--- src/rtl/vga_timing_pkg.sv ---
// rtl/vga_timing_pkg.sv - shared 640x480@60 defaults, polarity constants and sync level helper
package vga_timing_pkg;
  localparam int DEF_H_VISIBLE = 640;
  localparam int DEF_H_FRONT   = 16;
  localparam int DEF_H_SYNC    = 96;
  localparam int DEF_H_BACK    = 48;
  localparam int DEF_V_VISIBLE = 480;
  localparam int DEF_V_FRONT   = 10;
  localparam int DEF_V_SYNC    = 2;
  localparam int DEF_V_BACK    = 33;
  localparam int DEF_H_TOTAL   = DEF_H_VISIBLE + DEF_H_FRONT + DEF_H_SYNC + DEF_H_BACK;
  localparam int DEF_V_TOTAL   = DEF_V_VISIBLE + DEF_V_FRONT + DEF_V_SYNC + DEF_V_BACK;

  localparam int POL_ACTIVE_LOW  = 0;
  localparam int POL_ACTIVE_HIGH = 1;

  function automatic logic sync_level(input logic active, input logic pol);
    return active ? pol : ~pol;
  endfunction
endpackage

--- src/rtl/sync_delay_line.sv ---
// rtl/sync_delay_line.sv - DEPTH-stage shift register with reset value; wire-through when DEPTH=0
module sync_delay_line #(
  parameter int               WIDTH     = 1,
  parameter int               DEPTH     = 0,
  parameter logic [WIDTH-1:0] RESET_VAL = '0
) (
  input  logic             i_clk,
  input  logic             i_rst,
  input  logic [WIDTH-1:0] i_data,
  output logic [WIDTH-1:0] o_data
);
  if (DEPTH == 0) begin : g_pass
    logic w_unused;
    assign w_unused = i_clk ^ i_rst;
    assign o_data   = i_data;
  end else begin : g_pipe
    logic [WIDTH-1:0] r_pipe [DEPTH];

    always_ff @(posedge i_clk or posedge i_rst) begin
      if (i_rst) begin
        for (int i = 0; i < DEPTH; i++) r_pipe[i] <= RESET_VAL;
      end else begin
        r_pipe[0] <= i_data;
        for (int i = 1; i < DEPTH; i++) r_pipe[i] <= r_pipe[i-1];
      end
    end

    assign o_data = r_pipe[DEPTH-1];
  end
endmodule

--- src/rtl/vga_timing_gen.sv ---
// rtl/vga_timing_gen.sv - parametrised video timing generator with pixel divider and delayed sync/blank
module vga_timing_gen
  import vga_timing_pkg::*;
#(
  parameter int H_VISIBLE  = DEF_H_VISIBLE,
  parameter int H_FRONT    = DEF_H_FRONT,
  parameter int H_SYNC     = DEF_H_SYNC,
  parameter int H_BACK     = DEF_H_BACK,
  parameter int V_VISIBLE  = DEF_V_VISIBLE,
  parameter int V_FRONT    = DEF_V_FRONT,
  parameter int V_SYNC     = DEF_V_SYNC,
  parameter int V_BACK     = DEF_V_BACK,
  parameter int HSYNC_POL  = POL_ACTIVE_LOW,
  parameter int VSYNC_POL  = POL_ACTIVE_LOW,
  parameter int PIX_DIV    = 1,
  parameter int PIPE_DELAY = 0,
  parameter int POS_W      = 10,
  parameter int FRAME_W    = 8
) (
  input  logic               i_clk,
  input  logic               i_rst,
  input  logic               i_enable,
  output logic               o_pix_stb,
  output logic [POS_W-1:0]   o_hpos,
  output logic [POS_W-1:0]   o_vpos,
  output logic               o_hsync,
  output logic               o_vsync,
  output logic               o_hblank,
  output logic               o_vblank,
  output logic               o_visible,
  output logic               o_sol,
  output logic               o_sof,
  output logic [FRAME_W-1:0] o_frame_count
);
  localparam int H_TOTAL = H_VISIBLE + H_FRONT + H_SYNC + H_BACK;
  localparam int V_TOTAL = V_VISIBLE + V_FRONT + V_SYNC + V_BACK;
  localparam int DIV_W   = (PIX_DIV > 1) ? $clog2(PIX_DIV) : 1;

  if (H_TOTAL > (2 ** POS_W)) begin : g_err_h
    $error("vga_timing_gen: H_TOTAL does not fit in POS_W");
  end
  if (V_TOTAL > (2 ** POS_W)) begin : g_err_v
    $error("vga_timing_gen: V_TOTAL does not fit in POS_W");
  end
  if (PIX_DIV < 1) begin : g_err_div
    $error("vga_timing_gen: PIX_DIV must be >= 1");
  end
  if (PIPE_DELAY > 15 || PIPE_DELAY < 0) begin : g_err_pipe
    $error("vga_timing_gen: PIPE_DELAY must be 0..15");
  end

  // Window bounds kept 32 bits wide so an end bound equal to 2^POS_W still compares correctly
  localparam logic [DIV_W-1:0] DIV_LAST = DIV_W'(PIX_DIV - 1);
  localparam logic [31:0] H_LAST   = 32'(H_TOTAL - 1);
  localparam logic [31:0] V_LAST   = 32'(V_TOTAL - 1);
  localparam logic [31:0] H_VIS    = 32'(H_VISIBLE);
  localparam logic [31:0] V_VIS    = 32'(V_VISIBLE);
  localparam logic [31:0] HS_START = 32'(H_VISIBLE + H_FRONT);
  localparam logic [31:0] HS_END   = 32'(H_VISIBLE + H_FRONT + H_SYNC);
  localparam logic [31:0] VS_START = 32'(V_VISIBLE + V_FRONT);
  localparam logic [31:0] VS_END   = 32'(V_VISIBLE + V_FRONT + V_SYNC);
  localparam logic        HS_ACT   = 1'(HSYNC_POL);
  localparam logic        VS_ACT   = 1'(VSYNC_POL);

  logic [DIV_W-1:0]   r_div;
  logic [POS_W-1:0]   r_h_cnt, r_v_cnt;
  logic [FRAME_W-1:0] r_frame;
  logic               r_pix_stb, r_sol, r_sof;
  logic [POS_W-1:0]   r_hpos, r_vpos;
  logic               r_hsync, r_vsync, r_hblank, r_vblank, r_visible;

  logic [31:0] w_h, w_v;
  logic        w_tick, w_h_wrap, w_v_wrap, w_hs_act, w_vs_act;

  assign w_h      = 32'(r_h_cnt);
  assign w_v      = 32'(r_v_cnt);
  assign w_tick   = i_enable && (r_div == DIV_LAST);
  assign w_h_wrap = (w_h == H_LAST);
  assign w_v_wrap = (w_v == V_LAST);
  assign w_hs_act = (w_h >= HS_START) && (w_h < HS_END);
  assign w_vs_act = (w_v >= VS_START) && (w_v < VS_END);

  always_ff @(posedge i_clk or posedge i_rst) begin
    if (i_rst) begin
      r_div     <= '0;
      r_h_cnt   <= '0;
      r_v_cnt   <= '0;
      r_frame   <= '0;
      r_pix_stb <= 1'b0;
      r_sol     <= 1'b0;
      r_sof     <= 1'b0;
      r_hpos    <= '0;
      r_vpos    <= '0;
      r_hsync   <= ~HS_ACT;
      r_vsync   <= ~VS_ACT;
      r_hblank  <= 1'b1;
      r_vblank  <= 1'b1;
      r_visible <= 1'b0;
    end else begin
      // Strobes are recomputed every clock so they never stretch across divided pixels
      r_pix_stb <= w_tick;
      r_sol     <= w_tick && (w_h == 32'd0);
      r_sof     <= w_tick && (w_h == 32'd0) && (w_v == 32'd0);
      if (i_enable) r_div <= (r_div == DIV_LAST) ? '0 : r_div + 1'b1;
      if (w_tick) begin
        r_hpos    <= r_h_cnt;
        r_vpos    <= r_v_cnt;
        r_hsync   <= sync_level(w_hs_act, HS_ACT);
        r_vsync   <= sync_level(w_vs_act, VS_ACT);
        r_hblank  <= (w_h >= H_VIS);
        r_vblank  <= (w_v >= V_VIS);
        r_visible <= (w_h < H_VIS) && (w_v < V_VIS);
        r_h_cnt   <= w_h_wrap ? '0 : r_h_cnt + 1'b1;
        if (w_h_wrap) begin
          r_v_cnt <= w_v_wrap ? '0 : r_v_cnt + 1'b1;
          if (w_v_wrap) r_frame <= r_frame + 1'b1;
        end
      end
    end
  end

  sync_delay_line #(
    .WIDTH    (5),
    .DEPTH    (PIPE_DELAY),
    .RESET_VAL({~HS_ACT, ~VS_ACT, 3'b110})
  ) u_delay (
    .i_clk (i_clk),
    .i_rst (i_rst),
    .i_data({r_hsync, r_vsync, r_hblank, r_vblank, r_visible}),
    .o_data({o_hsync, o_vsync, o_hblank, o_vblank, o_visible})
  );

  assign o_pix_stb     = r_pix_stb;
  assign o_sol         = r_sol;
  assign o_sof         = r_sof;
  assign o_hpos        = r_hpos;
  assign o_vpos        = r_vpos;
  assign o_frame_count = r_frame;
endmodule

--- config.mk ---
export PLATFORM = sky130hd
export DESIGN_NAME = vga_timing_gen
export DESIGN_NICKNAME = d
export VERILOG_FILES = /design/src/rtl/vga_timing_pkg.sv /design/src/rtl/sync_delay_line.sv /design/src/rtl/vga_timing_gen.sv
export SDC_FILE = /design/constraint.sdc
export NUM_CORES = 1
export LEC_CHECK = 0
export CAP_MARGIN = 20
export CORE_MARGIN = 2
export CORE_UTILIZATION = 55
export CTS_CLUSTER_DIAMETER = 30
export DETAILED_ROUTE_END_ITERATION = 6
export PLACE_DENSITY = 0.93
export SLEW_MARGIN = 20
export SYNTH_ARGS = -nofsm -noshare
export SYNTH_HDL_FRONTEND = slang
export SYNTH_HIERARCHICAL = 1
export SYNTH_SLANG_ARGS = --single-unit
--- constraint.sdc ---
create_clock -name i_clk -period 3.3 [get_ports i_clk]
set_clock_uncertainty 0.05 [all_clocks]
set_input_delay 0.495 -clock i_clk [delete_from_list [all_inputs] [get_ports i_clk]]
set_output_delay 0.495 -clock i_clk [all_outputs]
set_load 0.03 [all_outputs]
==> summary.txt, run 1 <==
Outcome
  • Status: finished, final reports clean

Clocking
  • Post_cts resized: 0
  • Root Driver: clkbuf_8
  • Clk pin slew, worst setup/hold paths: 0.10 ns
  • Post-CTS Setup Repair Bufs: 0
  • Num CTS Buffers: 5
  • H-Tree Depth: 2
  • Clock sink count: 56
  • CTS tree: built
  • Hold buffer count at cts: 0
  • Worst skew pair latency: 0.31 ns
  • CTS Buffer Depth: 2

Route
  • Met3 WL: 275 um
  • Met2 Wirelength: 2.47 mm
  • Initial DRC count: 148
  • DRT Wirelength: 5.15 mm
  • DRC violations left: 0
  • Via/cell ratio: 5.91
  • Vias: 1802
  • Wire length on met1: 2.33 mm
  • Detailed Routing Iterations Pass 1: 4
  • Routed Antenna Nets: 0
  • Top layer in use: met4
  • Drt wl/cell: 16.9 um

Global routing
  • All-Layer GR Usage: 20.9%
  • First-pass GRT wire length: 8.42 mm
  • Overflow left after global routing: 0
  • Initial antenna violation count: 0
  • Largest net degree at the start of global routing: 38
  • Vias in the first global route: 1765

Timing
  • RSZ-0062 raised after global routing: false
  • Setup tns final: 0 ns
  • Maximum clock rate: 483 MHz
  • Setup Viol. Count Final: 0
  • Hold Fails Final Rpt: 0
  • Fin. max-slew vios: 0
  • Worst hold slack: 0.402 ns
  • Crit path time final: 2.07 ns
  • Period utilization: 62.8%
  • Max_slew headroom: 72.2%
  • Slew of the pin with the lowest slew margin: 0.417 ns

Yosys
  • Mean post-synth cell area: 12.0 um2
  • Most common cell in the netlist: dfrtp_1
  • Synthesized net count: 227
  • Synth Cell Area: 0.00261 mm2
  • Leading area contributor after synthesis: dfrtp_1
  • Synth top area cells: dfrtp_1 (50%), mux2_2 (8.6%), xor2_1 (4.4%)
  • Synth top area share: 49.8%
  • Commonest cells in the netlist: dfrtp_1 (52), mux2_2 (20), xor2_1 (13)
  • Syn Inst Count: 218
  • Post-synth EDFFs: 0
  • Asr flop ratio synth: 100%
  • Post-synthesis register bit count: 56
  • Top_reg_cell synth: dfrtp_1
  • Sequential share of the synthesized area: 53.8%
  • Yosys warning count: 6
  • Synth cell types: 36

Floorplanning
  • Chip Height: 72.9 um
  • Die outline width: 72.9 um
  • Initial core utilization: 56.1%
  • Core area: 0.00466 mm2
  • Die area: 0.00532 mm2
  • Site Rows: 25
  • Io pins: 39

Cells and area
  • Finished layout cell area: 0.00307 mm2
  • Fillers: 343
  • Fraction of layout cells with a size suffix above 1: 16.3%
  • Final core utilization: 65.9%
  • P&R area growth vs syn: 17.5%
  • Diode count: 0
  • Nets: 259

Setup path
  • Worst Path Required: 3.46 ns
  • Worst Setup Path Type: input pin to flip-flop
  • Crit-path max FO: 10
  • Crit path DAT: 2.23 ns
  • Type of origin of the critical path: input pin
  • Critical Path Sink Type: flip-flop

Place
  • Post-DP HPWL: 3.61 mm
  • Gpl congestion: 0.893
  • Input/output buffers: 38
  • Area post-placement: 0.00298 mm2

Power
  • Leak: 0.00143 uW
  • Pwr Density: 498 mW/mm2
  • VDD IR-drop max: 444 uV

Run
  • Max-cap viol count: 0

Worst hold path
  • HP Class: input pin to async pin
## sequential cells by signal (all words and copies together) (netlist names)
register / flops
o_frame_count: 8
o_hpos: 10
o_pix_stb: 1
o_sof: 1
o_sol: 1
o_vpos: 10
r_h_cnt: 10
r_hblank: 1
r_hsync: 1
r_v_cnt: 10
r_vblank: 1
r_visible: 1
r_vsync: 1
## final timing paths
check                      slack, ns                          from  cells past startpoint                            to
setup / recovery                1.23                      i_enable                      5  o_frame_count[1]$_DFFE_PP0P_
hold / removal                  0.40                         i_rst                      2           o_pix_stb$_DFF_PP0_
setup reg to reg                1.23        r_h_cnt[1]$_DFFE_PP0P_                      5  o_frame_count[1]$_DFFE_PP0P_
hold reg to reg                 0.42  o_frame_count[7]$_DFFE_PP0P_                      1  o_frame_count[7]$_DFFE_PP0P_
max in group asynchronous       2.13                         i_rst                      3          r_vblank$_DFFE_PP1P_
min in group i_clk              0.42  o_frame_count[7]$_DFFE_PP0P_                      1  o_frame_count[7]$_DFFE_PP0P_
## layout by cell type (no fill, tap or decap), types with 2 or more instances in the layout
cell,instances
nand3_4,2
and4_1,4
buf_4,3
nand2_1,10
dfrtp_1,52
ha_1,6
inv_1,7
xnor2_1,7
clkbuf_8,6
nand3_1,11
mux2i_1,3
clkdlybuf4s50_1,38
mux2_2,20
nor2_1,9
o21ai_0,8
nand4_1,9
and3_1,11
a21oi_1,4
nor3_1,7
nor2b_1,2
dfstp_2,4
xor2_1,13
## per-layer routing
metal,vias up,track usage [%]
met5,-,0
met4,0,7.00
met3,8,5.39
met2,79,32.5
met1,893,28.6
li1,822,-
## power breakdown
group | leakage (uW) | switching [uW] | internal [uW] | total, uW
Clock | 0.0000445 | 220 | 171 | 391
Sequential | 0.000731 | 94.2 | 750 | 844
Combinational | 0.000656 | 162 | 132 | 295
Total | 0.00143 | 476 | 1050 | 1530
## cell type report
| cell class | count | area, um2 | area share, % |
|---|---|---|---|
| inverter | 8 | 30.0 | 0.978 |
| multi-input combinational | 138 | 1070 | 34.8 |
| tap | 54 | 67.6 | 2.20 |
| clock buffer | 7 | 86.3 | 2.81 |
| clock inverter | 1 | 7.51 | 0.244 |
| timing repair buffer | 41 | 403 | 13.1 |
| sequential | 56 | 1410 | 45.8 |
## cells by family after synthesis
| kind of cell | Yosys count | share of synthesized area, % |
|---|---|---|
| compound gates | 15 | 3.30 |
| mux | 24 | 10.2 |
| xor+xnor | 20 | 6.70 |
| flops | 56 | 53.8 |
| fa+ha+maj | 6 | 2.87 |
| simple gates | 73 | 17.9 |
| buf+inv | 24 | 5.27 |
## critical path: stages
cell and delay, ns:
clkdlybuf4s50_1 0.51, and4_1 0.40, nand3_4 0.20, nor2_2 0.28, mux2_1 0.35
## through the flow
stage	power, uW	std cells	setup slack, ns
3_3_place_gp	1130	297	1.01
4_1_cts	1530	305	1.23
5_1_grt	1590	305	1.11
2_1_floorplan	1050	218	1.39
6_report	1530	305	1.23
3_5_place_dp	1150	297	0.924
No activity file was read; power rests on OpenSTA's default activity.
==> run 2: changes to the inputs <==
Settings changed: CORE_UTILIZATION 55 to 48, PLACE_DENSITY 0.93 to 0.87.
Clock period 3.3 ns to 1.85 ns, I/O delays scaled along.
==> run 2 against run 1 <==
Cell count rose by 13%. Routed wire length is 0.66% higher. First-iteration DRC count is 3.4% higher. Combinational power grew 130%. Non-clock buffer count up 23. Die area up 14%. Final area increased by 6.9%. Setup slack got worse by 1.2 ns. Core utilization fell by 2.4 points. Critical path type is now flip-flop to output pin. Critical endpoint is now o_frame_count[2]. Largest power group unchanged.
==> summary.txt, run 2 (synthesis results as in run 1) <==
Outcome
  • Status: finished, final reports clean

Clocking
  • CTS tree: built
  • Num CTS Buffers: 5 (unchanged)
  • Clk pin slew, worst setup/hold paths: 0.10 ns (about the same)
  • Worst skew pair latency: 0.31 ns (about the same)
  • Hold buffer count at cts: 0 (unchanged)
  • Clock sink count: 56 (unchanged)
  • H-Tree Depth: 2 (unchanged)
  • CTS Buffer Depth: 2 (unchanged)
  • Root Driver: clkbuf_8

Cells and area
  • Multi-input logic area: 0.00107 mm2 (+0.35%)
  • Commonest non-fill, non-tap cells in the layout: dfrtp_1 (52), clkdlybuf4s50_1 (33), buf_4 (25)
  • Most common cell after layout, fill and taps aside: dfrtp_1
  • Fraction of layout cells with a size suffix above 1: 24.5% (+8.1 points)
  • Fillers: 385 (+12%)
  • P&R area growth vs syn: 25.6%
  • Reg area: 0.00141 mm2 (unchanged)
  • Diode count: 0 (unchanged)
  • Nets: 282 (+8.9%)

Setup path
  • Crit-path cells: clkdlybuf4s50_1
  • Worst Setup Path Type: flip-flop to output pin
  • Reg2reg end: r_v_cnt[1]$_DFFE_PP0P_
  • Top delay family on crit path: buffers and inverters
  • Worst Setup SP: o_frame_count[2]$_DFFE_PP0P_
  • Crit path buffers/inverters: 1 (unchanged)
  • Max stage delay on crit path: 0.70 ns (+0.19 ns)
  • Slowest library cell on the worst path: clkdlybuf4s50_1
  • Type of origin of the critical path: flip-flop
  • Worst Reg-to-Reg Cells: 7 (+2)
  • Crit-path max FO: 5 (-5)
  • R2R setup slack: 0.08 ns (-1.15 ns)
  • Reg-to-Reg Start: r_h_cnt[0]$_DFFE_PP0P_
  • Levels on crit path: 1 (-4)
  • CP Capture Point: o_frame_count[2]
  • Critical Path Sink Type: output pin
  • Worst Path Required: 1.52 ns (-1.94 ns)
  • Crit path DAT: 1.45 ns (-0.78 ns)

Route
  • Drt wl/cell: 15.1 um (-11%)
  • Initial DRC count: 153 (+3.4%)
  • Vias: 1850 (+2.7%)
  • Via/cell ratio: 5.38 (-9.0%)
  • DRC violations left: 0 (unchanged)
  • DRT Wirelength: 5.19 mm (+0.66%)
  • Detailed Routing Iterations Pass 1: 4 (unchanged)
  • Routed Antenna Nets: 0 (unchanged)

Timing
  • Setup tns final: 0 ns (unchanged)
  • Maximum clock rate: 562 MHz
  • Max_slew headroom: 73.1% (+0.87 points)
  • Hold Fails Final Rpt: 0 (unchanged)
  • Fin. max-slew vios: 0 (unchanged)
  • Fin worst setup slack: 0.0692 ns (-1.16 ns)
  • Period utilization: 96.3%
  • Setup Viol. Count Final: 0 (unchanged)
  • Crit path time final: 1.78 ns
  • Worst hold slack: 0.166 ns (-0.236 ns)
  • Slew of the pin with the lowest slew margin: 0.400 ns (-0.0164 ns)

Global routing
  • Initial antenna violation count: 0 (unchanged)
  • Vias in the first global route: 1763 (-0.11%)
  • All-Layer GR Usage: 18.1% (-2.8 points)
  • Largest net degree at the start of global routing: 45 (+18%)
  • Overflow left after global routing: 0 (unchanged)
  • First-pass GRT wire length: 8.54 mm (+1.5%)

Power
  • Pwr Density: 849 mW/mm2 (+70%)
  • Leak: 0.00159 uW (+11%)
  • VDD IR-drop max: 494 uV (+11%)
  • Total chip power: 2790 uW (+82%)

Floorplanning
  • Chip Height: 77.8 um (+6.7%)
  • Core area: 0.00517 mm2 (+11%)
  • Initial core utilization: 50.5% (-5.5 points)
  • Site Rows: 26 (+4.0%)
  • Die area: 0.00605 mm2 (+14%)
  • Die outline width: 77.8 um (+6.7%)
  • Io pins: 39 (unchanged)

Place
  • Gpl congestion: 0.891 (-0.21%)
  • Post-DP HPWL: 3.72 mm (+3.1%)
  • Input/output buffers: 38 (unchanged)
  • Setup WS pre-CTS: -0.0454 ns (-0.969 ns)

Run
  • Max-cap viol count: 0 (unchanged)

Worst hold path
  • HP Class: input pin to async pin
==> run 2: how the worst min path moves through the flow <==
| stage | from | to | slack [ns] | cells past startpoint |
|---|---|---|---|---|
| after floorplan | i_enable | o_pix_stb$_DFF_PP0_ | 0.26 | 0 |
| after global placement | o_frame_count[7]$_DFFE_PP0P_ | o_frame_count[7]$_DFFE_PP0P_ | 0.41 | 1 |
| after detailed placement | r_hblank$_DFFE_PP1P_ | r_hblank$_DFFE_PP1P_ | 0.41 | 2 |
| after CTS | i_rst | r_h_cnt[2]$_DFFE_PP0P_ | 0.17 | 2 |
| after global routing | i_rst | r_h_cnt[2]$_DFFE_PP0P_ | 0.21 | 2 |
| final | i_rst | r_h_cnt[2]$_DFFE_PP0P_ | 0.17 | 2 |
==> run 2: what timing repair did <==
item                       4_1_cts  5_1_grt
setup buffers                    0        2
gates resized for setup          3        4
setup endpoints to repair        3        7
==> run 2: layer usage <==
metal / up-vias / wire length (um) / track usage (%)
met1: 906 / 2400 / 25.7
met5: - / 0 / 0
met2: 71 / 2440 / 27.4
li1: 867 / - / -
met3: 6 / 303 / 3.95
met4: 0 / 48 / 5.89
==> run 2: area by class of cell <==
class | instances | share of cell area (%)
Clock buffer | 6 | 2.52
Tap cell | 70 | 2.67
Inverter | 8 | 0.915
Multi-Input combinational cell | 138 | 32.7
Sequential cell | 56 | 42.8
Clock inverter | 2 | 0.419
Timing Repair Buffer | 64 | 17.9
==> run 2: where the power goes <==
part,leakage (uW),switching [uW],total [uW],internal [uW]
logic,0.000811,370,672,301
clock network,0.0000516,390,697,307
registers,0.000731,81.7,1420,1340
total,0.00159,842,2790,1950
==> run 2: metrics by stage <==
step / area (um2) / utilization [%] / std cells
5_1_grt: 3280 / 63.5 / 344
3_3_place_gp: 3170 / 61.2 / 334
2_1_floorplan: 2610 / - / 218
4_1_cts: 3260 / 63.0 / 342
3_5_place_dp: 3170 / 61.2 / 334
6_report: 3280 / 63.5 / 344
==> run 3: changes to the inputs <==
Settings changed: CORE_UTILIZATION 48 to 54, PLACE_DENSITY 0.87 to 0.92.
Clock period 1.85 ns to 2 ns, I/O delays scaled along.
==> run 3 against run 2 <==
Sequential share of layout area rose by 1.7 points. Sequential power fell by 6%. Worst hold slack improved by 0.13 ns. Die area fell by 11%. Register-to-register slack improved by 0.13 ns. Critical endpoint is now o_vblank. Final area fell by 3.9%. Combinational power fell by 18%. Power fell by 9.3%. Setup slack improved by 0.069 ns. Critical path depth did not move. Clock-buffer cell count did not move. First-iteration DRC count fell by 33%.
==> summary.txt, run 3 (synthesis results as in run 1) <==
Outcome
  • Status: finished, final reports clean

Setup path
  • Type of origin of the critical path: flip-flop
  • Max stage delay on crit path: 0.66 ns (-0.04 ns)
  • Worst Setup Path Type: flip-flop to output pin
  • Crit-path max FO: 2 (-3)
  • Crit path DAT: 1.51 ns (+0.06 ns)
  • Top delay family on crit path: buffers and inverters
  • Critical Path Sink Type: output pin
  • Worst Path Required: 1.65 ns (+0.13 ns)
  • Slowest library cell on the worst path: clkdlybuf4s50_1
  • Crit path buffers/inverters: 1 (unchanged)
  • Crit-path cells: clkdlybuf4s50_1

Clocking
  • H-Tree Depth: 2 (unchanged)
  • CTS tree: built
  • Num CTS Buffers: 5 (unchanged)
  • Clk pin slew, worst setup/hold paths: 0.09 ns (about the same)
  • Root Driver: clkbuf_8
  • Worst skew pair latency: 0.31 ns (about the same)
  • CTS Buffer Depth: 2 (unchanged)
  • Clock sink count: 56 (unchanged)
  • Hold buffer count at cts: 0 (unchanged)

Timing
  • Setup Viol. Count Final: 0 (unchanged)
  • Period utilization: 93.1%
  • Max_slew headroom: 71.9% (-1.1 points)
  • Fin. max-slew vios: 0 (unchanged)
  • Crit path time final: 1.86 ns
  • Maximum clock rate: 537 MHz
  • Slew of the pin with the lowest slew margin: 0.417 ns (+0.0169 ns)
  • RSZ-0062 raised after global routing: false
  • Hold Fails Final Rpt: 0 (unchanged)
  • Worst hold slack: 0.299 ns (+0.133 ns)

Power
  • Leak: 0.00148 uW (-7.1%)
  • VDD IR-drop max: 583 uV (+18%)
  • Pwr Density: 801 mW/mm2 (-5.6%)
  • Total chip power: 2530 uW (-9.3%)

Global routing
  • Overflow left after global routing: 0 (unchanged)
  • Vias in the first global route: 1712 (-2.9%)
  • Initial antenna violation count: 0 (unchanged)
  • First-pass GRT wire length: 8.42 mm (-1.4%)
  • All-Layer GR Usage: 20.8% (+2.7 points)
  • Largest net degree at the start of global routing: 57 (+27%)

Route
  • DRT Wirelength: 4.91 mm (-5.4%)
  • Detailed Routing Iterations Pass 1: 4 (unchanged)
  • Vias: 1779 (-3.8%)
  • Drt wl/cell: 15.6 um (+3.7%)
  • Routed Antenna Nets: 0 (unchanged)
  • Initial DRC count: 103 (-33%)
  • Via/cell ratio: 5.67 (+5.3%)
  • DRC violations left: 0 (unchanged)

Place
  • Area post-placement: 0.00306 mm2 (-3.5%)
  • Input/output buffers: 38 (unchanged)
  • Placed cell count: 306 (-8.4%)
  • Post-DP HPWL: 3.48 mm (-6.4%)
  • Gpl congestion: 0.861 (-3.4%)

Cells and area
  • Most common cell after layout, fill and taps aside: dfrtp_1
  • Fraction of layout cells with a size suffix above 1: 20.0% (-4.5 points)
  • Finished layout cell area: 0.00316 mm2 (-3.9%)
  • Final core utilization: 67.3% (+3.8 points)
  • Nets: 268 (-5.0%)
  • P&R area growth vs syn: 20.7%
  • Final cell count without fillers: 314 (-8.7%)
  • Commonest non-fill, non-tap cells in the layout: dfrtp_1 (52), clkdlybuf4s50_1 (38), mux2_2 (20)
  • Diode count: 0 (unchanged)

Worst hold path
  • HP Class: input pin to async pin

Floorplanning
  • Initial core utilization: 55.7% (+5.2 points)
  • Core area: 0.00469 mm2 (-9.3%)
  • Die area: 0.00541 mm2 (-11%)
  • Die outline width: 73.6 um (-5.4%)
  • Site Rows: 25 (-3.8%)
  • Chip Height: 73.6 um (-5.4%)
  • Io pins: 39 (unchanged)

Run
  • Max-cap viol count: 0 (unchanged)
[run 3: cell count changes in the layout (fill, tap and decap cells not counted)]
cell	change
clkdlybuf4s50_1	+5
clkinvlp_4	+2
ha_2	-1
and3_2	-1
dlygate4sd2_1	-3
and3_1	+1
and4_2	+1
ha_1	+1
and4_1	-1
clkinv_2	-1
buf_4	-14
inv_6	-1
dlymetal6s2s_1	-2
[run 3: metal layers]
metal / wire, um / vias up / track usage (%)
met1: 2310 / 882 / 29.5
met3: 194 / 6 / 4.12
met4: 83 / 0 / 8.08
li1: - / 843 / -
met5: 0 / - / 0
met2: 2320 / 48 / 31.5
[run 3: path summary, 6_finish.rpt]
check | from | end | cells after the start | slack [ns]
max | r_vblank$_DFFE_PP1P_ | o_vblank | 1 | 0.14
min | i_rst | r_visible$_DFFE_PP0P_ | 3 | 0.30
max reg2reg | r_h_cnt[9]$_DFFE_PP0P_ | o_frame_count[1]$_DFFE_PP0P_ | 4 | 0.21
min reg2reg | r_hblank$_DFFE_PP1P_ | r_hblank$_DFFE_PP1P_ | 2 | 0.43
max in group asynchronous | i_rst | r_hsync$_DFFE_PP1P_ | 3 | 1.32
min in group i_clk | r_hblank$_DFFE_PP1P_ | r_hblank$_DFFE_PP1P_ | 2 | 0.43
[run 3: where the power goes]
group / switching, uW / total [uW] / internal, uW
Clock: 357 / 637 / 281
Combinational: 306 / 554 / 248
Sequential: 99.7 / 1340 / 1240
[run 3: stage by stage]
step / setup slack, ns / TNS (ns)
after floorplan: 0.285 / 0
after global placement: 0.00993 / 0
after detailed placement: -0.0157 / -0.0157
after CTS: 0.124 / 0
after global routing: 0.0476 / 0
final: 0.139 / 0
[run 3: cell type report]
cell class | count | area [um2]
tap | 54 | 67.6
clock buffer | 6 | 82.6
timing repair buffer | 50 | 483
multi-input combinational | 138 | 1070
sequential | 56 | 1410
inverter | 8 | 30.0
clock inverter | 2 | 15.0
fill | 350 | 1540
[run 3: worst min-delay path, delay by kind of cell]
kind | cells | cell delay (ns)
buf+inv | 3 | 0.74
[run 3: timing repair]
item,in CTS,in global routing
buffers inserted,0,0
endpoints found under the hold margin,0,0
setup endpoints to repair,0,1
gates resized for setup,0,1
==> RTL change 1, RTL diff (flow settings as in run 3) <==
`FRAME_W`: 8 -> 10.
--- a/src/rtl/vga_timing_gen.sv
+++ b/src/rtl/vga_timing_gen.sv
@@ -15,7 +15,7 @@
   parameter int PIX_DIV    = 1,
   parameter int PIPE_DELAY = 0,
   parameter int POS_W      = 10,
-  parameter int FRAME_W    = 8
+  parameter int FRAME_W    = 10
 ) (
   input  logic               i_clk,
   input  logic               i_rst,
Interface: changed (resized o_frame_count); port bits go from 39 to 41. The function was not compared with the original's and may differ.
==> RTL change 1 against run 3 <==
  * Sequential cell count is 2 higher
  * First-iteration DRC count is 23% higher
  * Register-to-register slack worse by 150 ps
  * Worst setup slack worse by 74 ps
  * Critical endpoint is now r_v_cnt[3]
  * Count of clock-buffer cells in the layout is 8 higher
  * Cell area is 11% higher
  * Routed wire length is 11% higher
  * Power is 17% higher
  * Synthesized area is 2.8% higher
  * Critical path type is now register to register
==> RTL change 1: results (changes against run 3) <==
run_status:
  status: "finished, final reports clean"
clock_tree:
  clockBufferDepth: 2  # unchanged
  clock_latency_ps: 330  # +20 ps
  h-tree-depth: 3  # +1
  root_buffer: "clkbuf_8"
  path_clk_slew_ps: 60  # -30 ps
  cts_made_buffers: 9  # +4
yosys:
  synth_common_cells: "dfrtp_1, mux2_2, nand4_1, xnor2_1"
  synth_area_per_cell_um2: 11.9  # -0.42%
  ys_seq_area_frac: 0.542  # +0.00410
  synth_nets: 234  # +3.1%
  ys.warnings.count: 6  # unchanged
  synth_area_leaders: "dfrtp_1, mux2_2, dfstp_2"
  synthArstFlopShare: 1.00  # unchanged
  synth_cell_type_count: 44  # +22%
global_routing:
  grt_pass1_wl_mm: 8.80  # +4.4%
  grt_antenna_before_repair: 0  # unchanged
  grt_usage: 0.213  # +0.00564
  first_global_vias: 1882  # +9.9%
  grt_start_max_net_pins: 59  # +3.5%
sta:
  setup_violations: 0  # unchanged
  tightest_slew_ps: 406  # -11.6 ps
power_and_ir_drop:
  peakVddDrop_uv: 512  # -12%
  leakage_nw: 1.63  # +10%
finish:
  nNetsFinal: 297  # +11%
  n_antenna_cell: 0  # unchanged
  drive_above_1_share: 0.256  # +0.0560
  final_cells: 360  # +15%
  fillers: 317  # -9.4%
drt:
  routedWlPerCell_um: 15.1  # -3.4%
  drtIter0Drc: 127  # +23%
  via_count: 2009  # +13%
  dr.pass1.iters: 4  # unchanged
setup_path:
  reg2reg_from: "r_h_cnt[0]"
  rr_worst_depth: 6  # +2
  crit_fanout: 9  # +7
  r2r_end: "r_v_cnt[3]"
  critPathArrivalTime_ps: 2150  # +640 ps
  reg2reg_slack_ps: 60  # -150 ps
placement:
  portBuffers: 40  # +5.3%
  place_congestion: 0.825  # -4.2%
  dp.cells: 343  # +12%
  dp_hpwl_mm: 3.56  # +2.3%
hold_path:
  hp-class: "primary input to asynchronous set/reset pin"
==> RTL change 1: cell count changes in the layout (fill, tap and decap cells not counted), sizes merged, moves of 3 or more <==
cell / delta
nor4: +6
clkbuf: +8
nor3: -4
buf: +13
nand3: -7
xor2: -3
xnor2: +4
==> RTL change 1: kinds of logic after synthesis <==
group / after synthesis / synth area share
mux: 22 / 0.0918
compound gates: 20 / 0.0447
simple gates: 75 / 0.183
fa+ha+maj: 6 / 0.0279
xor+xnor: 21 / 0.0685
flops: 58 / 0.542
buf+inv: 23 / 0.0424
==> RTL change 1: metrics by stage <==
step	setup TNS, ps	setup WS (ps)	instance area (µm²)	util	hold WS (ps)
floorplan	0	8.29	2690	-	281
global placement	-523	-126	3290	0.691	404
detailed placement	-814	-154	3290	0.691	426
CTS	0	43.6	3470	0.730	301
global route	-4.80	-4.80	3500	0.737	338
finish	0	64.5	3500	0.737	292
==> RTL change 1: worst max path at each step <==
stage                from                to  slack (ps)  depth (start not counted)
4_1_cts        r_h_cnt[0]        r_v_cnt[3]          40                          6
2_1_floorplan  r_h_cnt[7]  o_frame_count[1]           8                          5
6_report       r_h_cnt[0]        r_v_cnt[3]          60                          6
3_3_place_gp     i_enable  o_frame_count[1]        -130                          6
5_1_grt        r_h_cnt[0]        r_v_cnt[3]          -5                          6
3_5_place_dp     i_enable  o_frame_count[1]        -150                          6
==> RTL change 1: area by class of cell <==
cell class	count	share of cell area
inverter	10	0.0107
tap	67	0.0239
clock buffer	14	0.0493
timing repair buffer	65	0.172
clock inverter	2	0.00286
multi-input combinational	144	0.325
sequential	58	0.416
==> RTL change 1: timing repair <==
item / 4_1_cts / 5_1_grt
setup endpoints to repair: 0 / 5
gates resized for setup: 0 / 6
endpoints found under the hold margin: 0 / 0
setup buffers: 0 / 1
==> RTL change 1: worst max-delay path, cell delays in order, from the launching register on <==
cell	delay, ps
dfrtp_1	360
ha_2	200
nand4_1	130
or4_4	440
buf_6	170
or3_1	380
a21oi_2	140
==> RTL change 1: where the power goes <==
| group | switching (mW) | leakage (nW) | internal (mW) |
|---|---|---|---|
| clock | 0.424 | 0.0965 | 0.548 |
| combinational | 0.341 | 0.793 | 0.297 |
| sequential | 0.0579 | 0.740 | 1.28 |
| total | 0.823 | 1.63 | 2.13 |
==> RTL change 1: metal layers <==
| layer | global-route usage | wire length [µm] |
|---|---|---|
| met2 | 0.301 | 2540 |
| met3 | 0.0461 | 281 |
| met4 | 0.137 | 129 |
| met5 | 0 | 0 |
| met1 | 0.298 | 2480 |
==> RTL change 2, RTL diff (config.mk and constraints of run 3) <==
Made on the original files. Add an input register stage for `i_enable`, without a reset; this delays it by one clock.
--- a/src/rtl/vga_timing_gen.sv
+++ b/src/rtl/vga_timing_gen.sv
@@ -35,6 +35,12 @@
   localparam int H_TOTAL = H_VISIBLE + H_FRONT + H_SYNC + H_BACK;
   localparam int V_TOTAL = V_VISIBLE + V_FRONT + V_SYNC + V_BACK;
   localparam int DIV_W   = (PIX_DIV > 1) ? $clog2(PIX_DIV) : 1;
+
+  logic i_enable_q;
+
+  always_ff @(posedge i_clk) begin
+    i_enable_q <= i_enable;
+  end
 
   if (H_TOTAL > (2 ** POS_W)) begin : g_err_h
     $error("vga_timing_gen: H_TOTAL does not fit in POS_W");
@@ -74,7 +80,7 @@
 
   assign w_h      = 32'(r_h_cnt);
   assign w_v      = 32'(r_v_cnt);
-  assign w_tick   = i_enable && (r_div == DIV_LAST);
+  assign w_tick   = i_enable_q && (r_div == DIV_LAST);
   assign w_h_wrap = (w_h == H_LAST);
   assign w_v_wrap = (w_v == V_LAST);
   assign w_hs_act = (w_h >= HS_START) && (w_h < HS_END);
@@ -101,7 +107,7 @@
       r_pix_stb <= w_tick;
       r_sol     <= w_tick && (w_h == 32'd0);
       r_sof     <= w_tick && (w_h == 32'd0) && (w_v == 32'd0);
-      if (i_enable) r_div <= (r_div == DIV_LAST) ? '0 : r_div + 1'b1;
+      if (i_enable_q) r_div <= (r_div == DIV_LAST) ? '0 : r_div + 1'b1;
       if (w_tick) begin
         r_hpos    <= r_h_cnt;
         r_vpos    <= r_v_cnt;
Behaviour: not the same (Yosys sat finds a counterexample within 4 cycles, from zero or initial values and one cycle with i_rst high).
==> RTL change 2 against run 3 <==
  * Sequential cell count rose by 1
  * Hold slack got worse by 23 ps
  * Cell area up 2.3%
  * Worst setup slack worse by 30 ps
  * Routed wire length grew 3.6%
  * Clock power up 52%
  * Power rose by 16%
  * Synthesized area increased by 0.77%
  * Critical path type unchanged
  * Critical endpoint is now o_hsync
  * Largest power group unchanged
  * Highest routed layer unchanged
==> RTL change 2: results (changes against run 3) <==
run_status:
  status: "finished, final reports clean"
global_routing:
  grt_pass1_wl_mm: 8.51  # +1.1%
  grt_antenna_before_repair: 0  # unchanged
  use_met1: 0.296  # +0.000476
  grt_usage: 0.214  # +0.00610
  grtUsageMet2: 0.292  # -0.0238
  met3_usage: 0.0521  # +0.0110
placement:
  place_congestion: 0.924  # +7.3%
  dp.cells: 314  # +2.6%
  portBuffers: 38  # unchanged
  dp_slack_ps: 126  # +142 ps
  placed_cell_area_um2: 3050  # -0.29%
  dp_hpwl_mm: 3.39  # -2.8%
yosys:
  synth_area_per_cell_um2: 12.0  # +0.31%
  synth_nets: 228  # +0.44%
  synthArstFlopShare: 0.982  # -0.0175
  synth_area_leaders: "dfrtp_1, mux2_2, xor2_1"
  synth_cell_type_count: 37  # +2.8%
  synth_common_cells: "dfrtp_1, mux2_2, xor2_1, and3_1, nand3_1"
  ys_seq_area_frac: 0.542  # +0.00351
setup_path:
  startpoint: "r_hsync"
  r2r_end: "o_frame_count[1]"
  critPathCaptureType: "primary output"
  critPathArrivalTime_ps: 1540  # +30 ps
  rr_worst_depth: 6  # +2
  reg2reg_from: "r_v_cnt[0]"
  crit_end: "o_hsync"
  reg2reg_slack_ps: 120  # -90 ps
clock_tree:
  path_clk_slew_ps: 60  # -30 ps
  clock_latency_ps: 350  # +40 ps
  h-tree-depth: 3  # +1
  cts_made_buffers: 9  # +4
drt:
  finalWirelength_mm: 5.09  # +3.6%
  wl_met2_mm: 2.31  # -0.56%
  drtIter0Drc: 116  # +13%
  vias_per_cell: 5.53  # -2.4%
  via_count: 1825  # +2.6%
  antenna_left: 0  # unchanged
  wl_met3_um: 315  # +62%
  routedLengthMet1_mm: 2.29  # -0.91%
finish:
  nNetsFinal: 267  # -0.37%
  n_antenna_cell: 0  # unchanged
  drive_above_1_share: 0.190  # -0.00989
power_and_ir_drop:
  clockPowerShare: 0.331  # +0.079
  peakVddDrop_uv: 777  # +33%
  power_frac_comb: 0.191  # -0.028
  switchingPower_uw: 856  # +12%
  pg_clk_uw: 968  # +52%
  leakage_nw: 1.51  # +2.2%
sta:
  whs_ps: 275  # -23.5 ps
  slew_headroom: 0.686  # -0.0330
  timing.fmax_mhz: 529  # -1.6%
hold_path:
  hp-class: "primary input to asynchronous set/reset pin"
[RTL change 2: cell count changes after synthesis, sizes merged]
cell   change
dfxtp      +1
[RTL change 2: cell families (layout without fill, tap and decap cells)]
logic type               after synthesis  after routing  share of synthesized area
XOR/XNOR                              20             20                     0.0665
AO/OA/AOI/OAI                         15             15                     0.0328
flip-flops                            57             57                      0.542
AND/OR/NAND/NOR                       73             73                      0.177
buffers and inverters                 24             68                     0.0523
multiplexers                          24             24                      0.101
adder cells (fa/ha/maj)                6              6                     0.0285
[RTL change 2: area by class of cell]
cell class / instances / area (µm²)
Timing Repair Buffer: 44 / 438
Tap cell: 67 / 83.8
Clock buffer: 16 / 180
Multi-Input combinational cell: 138 / 1070
Inverter: 8 / 30.0
Sequential cell: 57 / 1430
Fill cell: 371 / 1490
[RTL change 2: timing repair]
item	4_1_cts	5_1_grt
endpoints found under the setup margin	0	4
gates resized for setup	0	1
hold buffers	0	0
buffers inserted	0	0
